$ cat src/rtl/seg_decode_rx.sv
// rtl/seg_decode_rx.sv - seven-segment pattern receiver: stability filter, hex decode, error count, output FIFO
module seg_decode_rx #(
    parameter int STABLE_CYCLES = 4,
    parameter int FIFO_DEPTH    = 4,
    parameter int ERR_W         = 8
) (
    input  logic             clk,
    input  logic             rst,
    input  logic [7:0]       seg_in,
    input  logic             seg_valid,
    output logic [3:0]       hex_out,
    output logic             dp_out,
    output logic             out_valid,
    input  logic             out_ready,
    output logic             bad_pattern,
    output logic [ERR_W-1:0] err_count,
    output logic             overflow
);

    localparam int AW = (FIFO_DEPTH > 1) ? $clog2(FIFO_DEPTH) : 1;
    localparam int CW = $clog2(FIFO_DEPTH + 1);
    localparam logic [7:0] LAST_CNT = 8'(STABLE_CYCLES - 1);
    localparam logic [CW-1:0] DEPTH_C = CW'(FIFO_DEPTH);

    typedef enum logic [1:0] {
        S_IDLE  = 2'd0,
        S_COUNT = 2'd1,
        S_HELD  = 2'd2
    } state_t;

    state_t           state_q;
    logic [7:0]       cand_q;
    logic [7:0]       cnt_q;
    logic             bad_q;
    logic [ERR_W-1:0] err_q;

    logic             dec_legal;
    logic             dec_blank;
    logic [3:0]       dec_val;
    logic             accept_w;
    logic             push_w;
    logic             acc_illegal;

    logic [4:0]       mem_q [FIFO_DEPTH];
    logic [AW-1:0]    wr_ptr_q;
    logic [AW-1:0]    rd_ptr_q;
    logic [CW-1:0]    count_q;
    logic [CW-1:0]    count_d;
    logic [4:0]       last_q;
    logic             ovf_q;
    logic             empty_w;
    logic             full_w;
    logic             pop_w;
    logic             push_ok;

    // Map the candidate's g..a bits back to a hex digit; blank and illegal are told apart
    always_comb begin
        dec_legal = 1'b1;
        dec_blank = 1'b0;
        dec_val   = 4'h0;
        case (cand_q[6:0])
            7'h3F: dec_val = 4'h0;
            7'h06: dec_val = 4'h1;
            7'h5B: dec_val = 4'h2;
            7'h4F: dec_val = 4'h3;
            7'h66: dec_val = 4'h4;
            7'h6D: dec_val = 4'h5;
            7'h7D: dec_val = 4'h6;
            7'h07: dec_val = 4'h7;
            7'h7F: dec_val = 4'h8;
            7'h6F: dec_val = 4'h9;
            7'h77: dec_val = 4'hA;
            7'h7C: dec_val = 4'hB;
            7'h39: dec_val = 4'hC;
            7'h5E: dec_val = 4'hD;
            7'h79: dec_val = 4'hE;
            7'h71: dec_val = 4'hF;
            7'h00: begin
                dec_legal = 1'b0;
                dec_blank = 1'b1;
            end
            default: dec_legal = 1'b0;
        endcase
    end

    // Acceptance happens on the edge of the last matching sample; the candidate equals seg_in then
    assign accept_w    = (state_q == S_COUNT) && seg_valid && (seg_in == cand_q) && (cnt_q == LAST_CNT);
    assign push_w      = accept_w && dec_legal;
    assign acc_illegal = accept_w && !dec_legal && !dec_blank;

    // Stability filter FSM with registered illegal-pattern pulse and saturating error counter
    always_ff @(posedge clk) begin
        if (rst) begin
            state_q <= S_IDLE;
            cand_q  <= 8'h00;
            cnt_q   <= 8'h00;
            bad_q   <= 1'b0;
            err_q   <= '0;
        end else begin
            bad_q <= 1'b0;
            case (state_q)
                S_IDLE: begin
                    if (seg_valid) begin
                        cand_q  <= seg_in;
                        cnt_q   <= 8'd1;
                        state_q <= S_COUNT;
                    end
                end
                S_COUNT: begin
                    if (!seg_valid) begin
                        state_q <= S_IDLE;
                    end else if (seg_in != cand_q) begin
                        cand_q <= seg_in;
                        cnt_q  <= 8'd1;
                    end else if (cnt_q == LAST_CNT) begin
                        state_q <= S_HELD;
                        if (acc_illegal) begin
                            bad_q <= 1'b1;
                            if (err_q != {ERR_W{1'b1}}) begin
                                err_q <= err_q + 1'b1;
                            end
                        end
                    end else begin
                        cnt_q <= cnt_q + 8'd1;
                    end
                end
                S_HELD: begin
                    if (!seg_valid) begin
                        state_q <= S_IDLE;
                    end else if (seg_in != cand_q) begin
                        cand_q  <= seg_in;
                        cnt_q   <= 8'd1;
                        state_q <= S_COUNT;
                    end
                end
                default: state_q <= S_IDLE;
            endcase
        end
    end

    assign empty_w = (count_q == '0);
    assign full_w  = (count_q == DEPTH_C);
    assign pop_w   = !empty_w && out_ready;
    // A full FIFO still takes a push when the head leaves in the same cycle
    assign push_ok = push_w && (!full_w || pop_w);

    // Next occupancy from the push/pop pair
    always_comb begin
        count_d = count_q;
        if (push_ok && !pop_w) begin
            count_d = count_q + CW'(1);
        end else if (!push_ok && pop_w) begin
            count_d = count_q - CW'(1);
        end
    end

    // Storage array; contents are don't-care while the slot is unoccupied
    always_ff @(posedge clk) begin
        if (!rst && push_ok) begin
            mem_q[wr_ptr_q] <= {seg_in[7], dec_val};
        end
    end

    // FIFO pointers, occupancy, held-output copy and sticky overflow
    always_ff @(posedge clk) begin
        if (rst) begin
            wr_ptr_q <= '0;
            rd_ptr_q <= '0;
            count_q  <= '0;
            last_q   <= 5'h00;
            ovf_q    <= 1'b0;
        end else begin
            count_q <= count_d;
            if (push_ok) begin
                wr_ptr_q <= wr_ptr_q + AW'(1);
            end
            if (pop_w) begin
                rd_ptr_q <= rd_ptr_q + AW'(1);
                last_q   <= mem_q[rd_ptr_q];
            end
            if (push_w && !push_ok) begin
                ovf_q <= 1'b1;
            end
        end
    end

    assign out_valid   = !empty_w;
    assign hex_out     = empty_w ? last_q[3:0] : mem_q[rd_ptr_q][3:0];
    assign dp_out      = empty_w ? last_q[4]   : mem_q[rd_ptr_q][4];
    assign bad_pattern = bad_q;
    assign err_count   = err_q;
    assign overflow    = ovf_q;

endmodule

$ cat config.mk
export PLATFORM = sky130hd
export DESIGN_NAME = seg_decode_rx
export DESIGN_NICKNAME = d
export VERILOG_FILES = /design/src/rtl/seg_decode_rx.sv
export SDC_FILE = /design/constraint.sdc
export NUM_CORES = 1
export LEC_CHECK = 0
export ABC_AREA = 1
export CORE_AREA = 4 4 89 83
export DETAILED_ROUTE_END_ITERATION = 7
export DIE_AREA = 0 0 93 87
export GPL_ROUTABILITY_DRIVEN = 0
export MAX_ROUTING_LAYER = met4
export PLACE_DENSITY = 0.87
export SYNTH_ARGS = -nofsm -noshare
export SYNTH_HDL_FRONTEND = slang
export SYNTH_SLANG_ARGS = --single-unit
export TNS_END_PERCENT = 10
$ cat constraint.sdc
create_clock -name clk -period 3.5 [get_ports clk]
set_input_delay 0.35 -clock clk [delete_from_list [all_inputs] [get_ports clk]]
set_output_delay 0.35 -clock clk [all_outputs]
set_load 0.05 [all_outputs]
== After elaboration in Yosys (flattened, before gate mapping) ==
Memory sizes are Yosys's and may differ from the RTL's. A register that Yosys moved wholly into a read port is not among the register bits.
Cells that the tools add are included.

* Register bits: 40
* Bits in writable memories: 20
* Output and inout bits: 16
* Memories: 1
* Input bits: 12
* Logic and storage cells: 117

{| class="wikitable"
|+ Memory list
! memory !! words !! width !! rd ports !! clocked after Yosys merged registers in !! wr ports !! line !! source
|-
| mem_q || 4 || 5 || 1 || 1 || 1 || 44 || <nowiki>logic [4:0] mem_q [FIFO_DEPTH];</nowiki>
|}

* Reduce and logical (&&, ||, !) cells: 33
* Equality and inequality tests: 33
* Bitwise gates (word level): 4
* $add $sub $neg: 6
* Mux-type cells: 30

{| class="wikitable"
|+ Operator list
! operator !! number
|-
| 7-bit equality test (second input constant) || 12
|-
| 8-bit 2-to-1 mux || 9
|-
| 4-bit case mux with 15 select lines || 1
|-
| 8-bit case mux with 3 select lines || 1
|-
| 8-bit by 1-bit adder with 8-bit output (second input constant) || 2
|-
| 2-bit 2-to-1 mux || 8
|-
| 8-bit case mux with 2 select lines || 1
|-
| 16-bit OR reduction || 1
|-
| 7-bit by 3-bit equality test with 1-bit output (second input constant) || 2
|-
| 7-bit by 6-bit equality test with 1-bit output (second input constant) || 2
|-
| 1-bit logical AND || 12
|-
| 6-bit AND reduction || 2
|-
| 3-bit != test (second input constant) || 3
|-
| 8-bit by 2-bit equality test with 1-bit output (second input constant) || 1
|-
| 8-bit equality test || 1
|-
| 2-bit != test (second input constant) || 4
|-
| 8-bit != test || 1
|-
| 8-bit != test (second input constant) || 1
|-
| 4-bit AND reduction || 2
|-
| 1-bit logical NOT || 7
|-
| 7-bit logical NOT || 1
|-
| 1-bit 2-to-1 mux || 6
|-
| 3-bit 2-to-1 mux || 2
|-
| 2-bit case mux with 3 select lines || 1
|-
| other kinds (17) || 23
|}

== Longest topological paths before layout ==
* Depth in word-level cells: 10
* Mapped depth: 16
* Mapped depth without buffers: 16

== Worst setup path before layout ==
Ideal clock, no wire load.

* Path kind: register to output
* Start point: register count_q[0]
* End point: output dp_out
* Data arrival time: 2.022 ns
* Cell stages (with the launch flop): 6
* Required time: 3.150 ns
* Path buffers: 1
* Slack: 1.128 ns
* Cell sequence: dfxtp_1 -> nor2_1 -> nand2_1 -> clkbuf_1 -> nor2_1 -> a21oi_1

* Word-level cells in the longest chain between the ends: 2

{| class="wikitable"
|+ Ends and longest elaborated chain
! element !! line !! source
|-
| from (decl) || 47 || <nowiki>logic [CW-1:0] count_q;</nowiki>
|-
| from (signal assigned) || 173 || <nowiki>count_q <= count_d;</nowiki>
|-
| 3-bit logical NOT || 141 || <nowiki>assign empty_w = (count_q == '0);</nowiki>
|-
| 1-bit 2-to-1 mux || 189 || <nowiki>assign dp_out = empty_w ? last_q[4] : mem_q[rd_ptr_q][4];</nowiki>
|-
| to (decl) || 12 || <nowiki>output logic dp_out,</nowiki>
|}

Every way passes these cells.

==> flow_metrics.tcl <==
set metrics [dict create \
    vias 3147 \
    fin_crit_ns 2.79 \
    final_net_count 536 \
    viasPerCell 5.18 \
    io_pins 28 \
    hpwlAfterDp_um 5440 \
    fin_skew_ns 0.00875 \
    crit_family "buffers and inverters" \
    slew_viol_final 0 \
    clk_pin_slew_ns 0.07 \
    cts_tree "yes" \
    cts_resized 0 \
    dr.pass1.iters 5 \
    drt_iter0_drc 172 \
    route.detailed.drc 0 \
    synth_seq_cells 62 \
    grt_pass1_wl_um 13000 \
    final_area_sq_um 4060 \
    maxCapViolCount 0 \
    routedWlPerCell_um 12.4 \
    grt.overflow.total 0 \
    crit_fanout 11 \
    clock_latency_ns 0.34 \
    fp.dieH_um 87 \
    synthCells 481 \
    fmax_mhz 358 \
    cp-start-kind "flip-flop" \
    fillers 564 \
    cts_max_path_buffers 2 \
    power_density_nw_per_um2 559 \
    worstMarginPinSlew_ns 0.571 \
    antenna_cells 0 \
    post-route-period-util 0.798 \
    drt.antenna.violating_nets 0 \
    relSlewSlack 0.618 \
    status "complete, no violations" \
    final.setup.tns_ns 0 \
    slowest_delay_ns 0.71 \
    root_buffer "clkbuf_8" \
    ys_warn_count 0 \
    setup_violations 0 \
    cts_hold_buf 0 \
    die_x_um 93 \
    leakage_uw 0.00174 \
    synth_edf_count 20 \
    avgSynthCellArea_sq_um 7.26 \
    critPathCaptureType "output port" \
    clock_sinks 62 \
    slowest_stage "clkdlybuf4s50_1" \
    min-delay-path-class "flip-flop to flip-flop" \
    cts_buffers 9 \
    rsz0062_at_grt "false" \
    syn-num-nets 505 \
    grt_start_max_net_pins 28 \
    syn_area_sq_um 3490 \
    grt_pass1_vias 2958 \
    drive_gt1_frac 0.0967 \
    rows 28 \
    drt_wl_total_um 7520 \
    seq_area_frac_synth 0.413 \
    ir_worst_vdd_v 0.000308 \
    syn_to_final_growth_pct 16.3 \
    htreeDepth 3 \
    async_flop_share 0 \
    finalHoldViolCount 0 \
    layout_common_cells "121 x nand2_1, 76 x nor2_1, 48 x inv_1, 42 x dfxtp_1, 38 x a21oi_1" \
    cts_setup_buffers 0 \
    final_common_cell "nand2_1" \
    cp.required_ns 3.15 \
    antenna_found_initial 0 \
    path_cells "clkinv_1, o21ai_0, o22ai_1, inv_1, a21oi_1, clkdlybuf4s50_1" \
    worstPathArrival_ns 2.44 \
    grt.met1_usage 0.236 \
    synthFlopType "dfxtp_1" \
    path_buf_inv 3 \
    use_met2 0.357 \
    ys_types 33 \
    numPortBuffers 27 \
    gr-usage-met3 0.0467 \
    crit_type "flip-flop to output port" \
    die_area_sq_um 8090 \
    grt_usage 0.208 \
    initial_utilization 0.542 \
    place_area_sq_um 3840 \
    grt_busiest_layer "met2" \
    core-area_sq_um 6450 \
]
==> worst register-to-register path, cell delays in order, from the launching register on <==
cell     delay, ns
dfxtp_1       0.42
nor2_1        0.09
nand2_1       0.29
nand2_1       0.16
nand3_1       0.17
inv_1         0.11
nor3_4        0.23
ha_1          0.17
inv_1         0.06
fa_1          0.38
a21oi_1       0.14
o21ai_0       0.11
o21ai_0       0.15
a21oi_1       0.05
==> through the flow <==
stage               setup WS [ns]  hold WS (ns)   util  cells  total power (uW)
CTS                         0.676         0.457  0.630    607              2290
global route                0.480         0.510  0.630    607              2400
finish                      0.708         0.458  0.630    607              2270
detailed placement          0.442         0.449  0.596    591              1600
floorplan                    1.13         0.419      -    481              1390
global placement            0.547         0.441  0.596    591              1570
==> sequential cells by signal, indices dropped and copies added, names as in the netlist, named ones only <==
register and cells:
last_q 5, cand_q 8, cnt_q 8, err_count 8, rd_ptr_q 2, mem_q 20
count_q 3, state_q 2, bad_pattern 1, wr_ptr_q 2, overflow 1
==> synthesized netlist by cell type, types with 2 or more instances <==
library cell    n  area share
inv_1          48       0.052
nor2_4          6       0.019
clkbuf_1        6      0.0064
xor2_1          4       0.010
nor2_2          5      0.0090
nor3_1         11       0.016
clkinv_1        2      0.0022
o22ai_1         5      0.0090
nand3_1        23       0.033
edfxtp_1       20        0.17
nand3_2         3      0.0086
xnor2_1         4       0.010
inv_2           9      0.0097
nand2_1       121        0.13
nand4_2         2      0.0072
a21oi_1        38       0.054
ha_1           11       0.039
o21ai_0        22       0.032
nor2_1         76       0.082
nor4_1          2      0.0036
nand4_1         4      0.0072
dfxtp_1        42        0.24
nand2_2         7       0.013
==> metal layers <==
layer  wire (um)  vias up
met5           0        -
met4         122        0
met3         313       13
met2        3870       79
met1        3210     1444
li1            -     1611
==> final timing paths <==
path                                               from                       to  slack [ns]  depth (start not counted)
worst max-delay path                          flip-flop                   dp_out        0.71                          6
worst min-delay path              overflow$_SDFFE_PP0P_    overflow$_SDFFE_PP0P_        0.46                          2
worst max register to register  count_q[0]$_SDFFE_PP0P_  count_q[2]$_SDFFE_PP0P_        0.87                         13
worst min register to register    overflow$_SDFFE_PP0P_    overflow$_SDFFE_PP0P_        0.46                          2
==> power breakdown <==
group          switching, uW  internal [uW]
clock network            269            423
logic                    503            223
registers               59.1            796
==> logic make-up after synthesis <==
kind of cell	share of synthesized area
AO/OA/AOI/OAI	0.0971
XOR/XNOR	0.0201
adder cells (fa/ha/maj)	0.0451
buffers and inverters	0.0745
flip-flops	0.413
AND/OR/NAND/NOR	0.350
==> layout make-up <==
type                       count  area [sq um]  share of cell area
clock buffer                  13           149              0.0367
clock inverter                 3          68.8              0.0169
inverter                      59           221              0.0545
multi-input combinational    352          1790               0.441
sequential                    62          1440               0.355
tap                           90           113              0.0277
timing repair buffer          28           278              0.0684
Note: power is estimated with default switching activity, not from simulation.
==> RTL change 1 (same flow settings) <==
Re-encode `state_t` (3 states) as one-hot, 3 bits wide.
--- a/src/rtl/seg_decode_rx.sv
+++ b/src/rtl/seg_decode_rx.sv
@@ -24,6 +24,6 @@
 
-    typedef enum logic [1:0] {
-        S_IDLE  = 2'd0,
-        S_COUNT = 2'd1,
-        S_HELD  = 2'd2
+    typedef enum logic [2:0] {
+        S_IDLE  = 3'b001,
+        S_COUNT = 3'b010,
+        S_HELD  = 3'b100
     } state_t;
Formal check against the unedited RTL: no difference found for any inputs over 4 cycles, from zero or initial values and one cycle with rst high; so few cycles prove little.
==> RTL change 1 against the unedited design <==
Setup slack improved by 0.050 ns. Sequential cell count increased by 1. Power decreased by 5.1%. Final area increased by 0.86%. Clock power increased by 7.2%. Synthesized area increased by 0.39%. Wire length decreased by 1.4%. Register-to-register slack got worse by 0.03 ns. Critical path type unchanged.
==> RTL change 1: results <==
set metrics [dict create \
    p_comb_share_pct 25.9 \
    synthTopCellsByArea "dfxtp_1, edfxtp_1, nand2_1" \
    route.met3.wl_um 277 \
    grt.met1_usage_pct 22.3 \
    ys_top_cells_by_count "nand2_1, nor2_1, inv_1" \
    crit_arrival_ns 2.39 \
    fin_nets 534 \
    place_area_um2 3860 \
    ir_worst_vdd_v 0.000285 \
    power.leakage_nw 1.73 \
    grt_pass1_vias 2971 \
    r2r-start "cand_q[5]" \
    met3_usage_pct 6.14 \
    track_usage_pct 20.3 \
    rrSetupSlack_ns 0.84 \
    dp.cells 593 \
    wl_per_cell_um 12.2 \
    synth_compound_area_share_pct 9.81 \
    clock_area_share_pct 5.80 \
    design_area_um2 4100 \
    syn-num-nets 504 \
    met2_length_mm 3.83 \
    crit_end "hex_out[3]" \
    netlist_instances 484 \
    bufAreaShareNonClock_pct 7.15 \
    yosysSeqAreaShare_pct 41.7 \
    synth_adder_area_share_pct 3.07 \
    m1WireLength_mm 3.24 \
    drt_wl_total_mm 7.41 \
    grt_max_degree 19 \
    drive_gt1_share_pct 12.1 \
    num-multi-input-gates 348 \
    status "finished clean" \
    place_worst_setup_slack_ns 0.441 \
    place_hpwl_mm 5.43 \
    max_freq_mhz 365 \
    regArea_um2 1460 \
    synthDistinctLibCells 31 \
    multi_input_area_um2 1760 \
    n_clock_buffer 10 \
    seq_cell_count 63 \
    holdWs_ns 0.464 \
    drt_iter0_drc 205 \
]
-- RTL change 1: worst reg2reg max path: stages, from the launching register on --
cell and delay, ns:
dfxtp_1 0.52, nand2_2 0.12, nor2_2 0.20, nand3_1 0.12
nand3_1 0.15, nor2_1 0.08, nand3_2 0.08, nand3_2 0.12
inv_2 0.11, ha_1 0.14, inv_1 0.06, fa_1 0.38
a21oi_1 0.14, o21ai_0 0.10, o21ai_0 0.16, a21oi_1 0.06
-- RTL change 1: power groups by stage --
| stage | Sequential [mW] | Combinational (mW) | Clock [mW] |
|---|---|---|---|
| floorplan | 0.846 | 0.423 | 0 |
| global placement | 0.867 | 0.543 | 0 |
| detailed placement | 0.871 | 0.559 | 0 |
| CTS | 0.854 | 0.561 | 0.758 |
| global route | 0.863 | 0.615 | 0.796 |
| finish | 0.855 | 0.558 | 0.742 |
==> RTL change 2 (config.mk and constraints unchanged) <==
Made on the original files. The parameter `ERR_W` goes from 8 to 6.
--- a/src/rtl/seg_decode_rx.sv
+++ b/src/rtl/seg_decode_rx.sv
@@ -4,3 +4,3 @@
     parameter int FIFO_DEPTH    = 4,
-    parameter int ERR_W         = 8
+    parameter int ERR_W         = 6
 ) (
Interface: changed (resized err_count); port bits go from 28 to 26. The function was not compared with the original's and may differ.
==> RTL change 2 against the unedited design <==
Setup slack about the same. Sequential cell count down 2. Wire length down 6.8%. Final area down 2.1%. Cell count down 4.0%. Critical path depth unchanged. Sequential power about the same. Synthesized area down 1.3%. Combinational power up 23%. Via count down 3.8%. Utilization down 1.3 points. Power up 4.3%. First-iteration DRC count down 24%. Count of clock-buffer cells in the layout down 3. Critical path type unchanged. Critical endpoint is now hex_out[2]. Largest power group is now combinational cells.
==> RTL change 2: results <==
set metrics [dict create \
    top_regs "mem_q: 20 flops, cand_q: 8 flops, cnt_q: 8 flops" \
    netlist_instances 458 \
    switching_share_pct 40.6 \
    grt_pass1_vias 2972 \
    stdcell_count 583 \
    tightest_slew_ns 0.499 \
    skew_ns 0.0110 \
    power.leakage_nw 1.70 \
    h-tree-depth 3 \
    drive_gt1_share_pct 13.0 \
    grt_pass1_wl_mm 12.3 \
    drt_iter0_drc 131 \
    crit_fanout 11 \
    place_hpwl_mm 5.04 \
    grt_max_degree 28 \
    syn-num-nets 482 \
    ys_warn_count 0 \
    portBuffers 25 \
    track_usage_pct 19.5 \
    vias_per_cell 5.19 \
    post_cts_buffers 0 \
    ys.flop_type "dfxtp_1" \
    status "finished clean" \
    synthTopCellsByArea "dfxtp_1, edfxtp_1, nand2_1" \
    hp-class "flop to flop" \
    yosysSeqAreaShare_pct 40.7 \
    ir_worst_vdd_v 0.000259 \
    synthDistinctLibCells 38 \
    ys_top_cells_by_count "nand2_1, nor2_1, inv_1" \
    dp.cells 567 \
    synth_most_common_cell "nand2_1" \
    drt_wl_total_mm 7.01 \
    fillers 570 \
    fin_nets 512 \
]
-- RTL change 2: per-layer routing --
metal  global-route usage [%]  up-vias  share of wire [%]
met5                        -        -                  0
met3                     5.53       17                5.4
met2                     32.1       76                 48
li1                         -     1549                  -
met1                     22.2     1386                 44
met4                     8.92        0                2.1
-- RTL change 2: cell families (layout without fill, tap and decap cells) --
kind of cell / Yosys count / in the layout / share of synthesized area [%]
simple gates: 227 / 227 / 31.5
xor+xnor: 8 / 8 / 2.03
fa+ha+maj: 12 / 12 / 4.58
flops: 60 / 60 / 40.7
compound gates: 78 / 78 / 12.7
buf+inv: 73 / 108 / 8.57
-- RTL change 2: area by class of cell --
cell class / instances / share of cell area [%]
multi-input cells: 325 / 44.0
flip-flops and latches: 60 / 35.3
repair buffers: 27 / 6.67
inverters: 65 / 6.17
clock buffers: 10 / 3.46
well taps: 90 / 2.83
clock inverters: 6 / 1.61
-- RTL change 2: worst paths after layout --
kind	start	to	slack [ns]	depth (start not counted)
max reg2reg	cand_q[4]	count_q[2]	0.81	15
min	rd_ptr_q[1]	rd_ptr_q[1]	0.47	2
min reg2reg	rd_ptr_q[1]	rd_ptr_q[1]	0.47	2
max	flop	hex_out[2]	0.71	6
-- RTL change 2: worst max-delay path, stage by stage (launching register included) --
cell and delay (ns):
dfxtp_1 0.54, clkinv_1 0.32, o21ai_0 0.27, o22ai_1 0.12, inv_1 0.09, a21oi_1 0.06, clkdlybuf4s50_1 0.71
-- RTL change 2: power groups by stage --
stage / Clock (mW) / Combinational, mW / Sequential, mW
after global routing: 0.680 / 0.974 / 0.863
after CTS: 0.639 / 0.895 / 0.852
after global placement: 0 / 0.870 / 0.862
after detailed placement: 0 / 0.891 / 0.867
after floorplan: 0 / 0.674 / 0.842
final: 0.628 / 0.891 / 0.852
-- RTL change 2: through the flow --
stage	power, mW	area (um^2)	worst slack, ns
floorplan	1.52	3450	1.13
global placement	1.73	3770	0.491
detailed placement	1.76	3770	0.410
CTS	2.39	3980	0.672
global route	2.52	3980	0.426
finish	2.37	3980	0.708
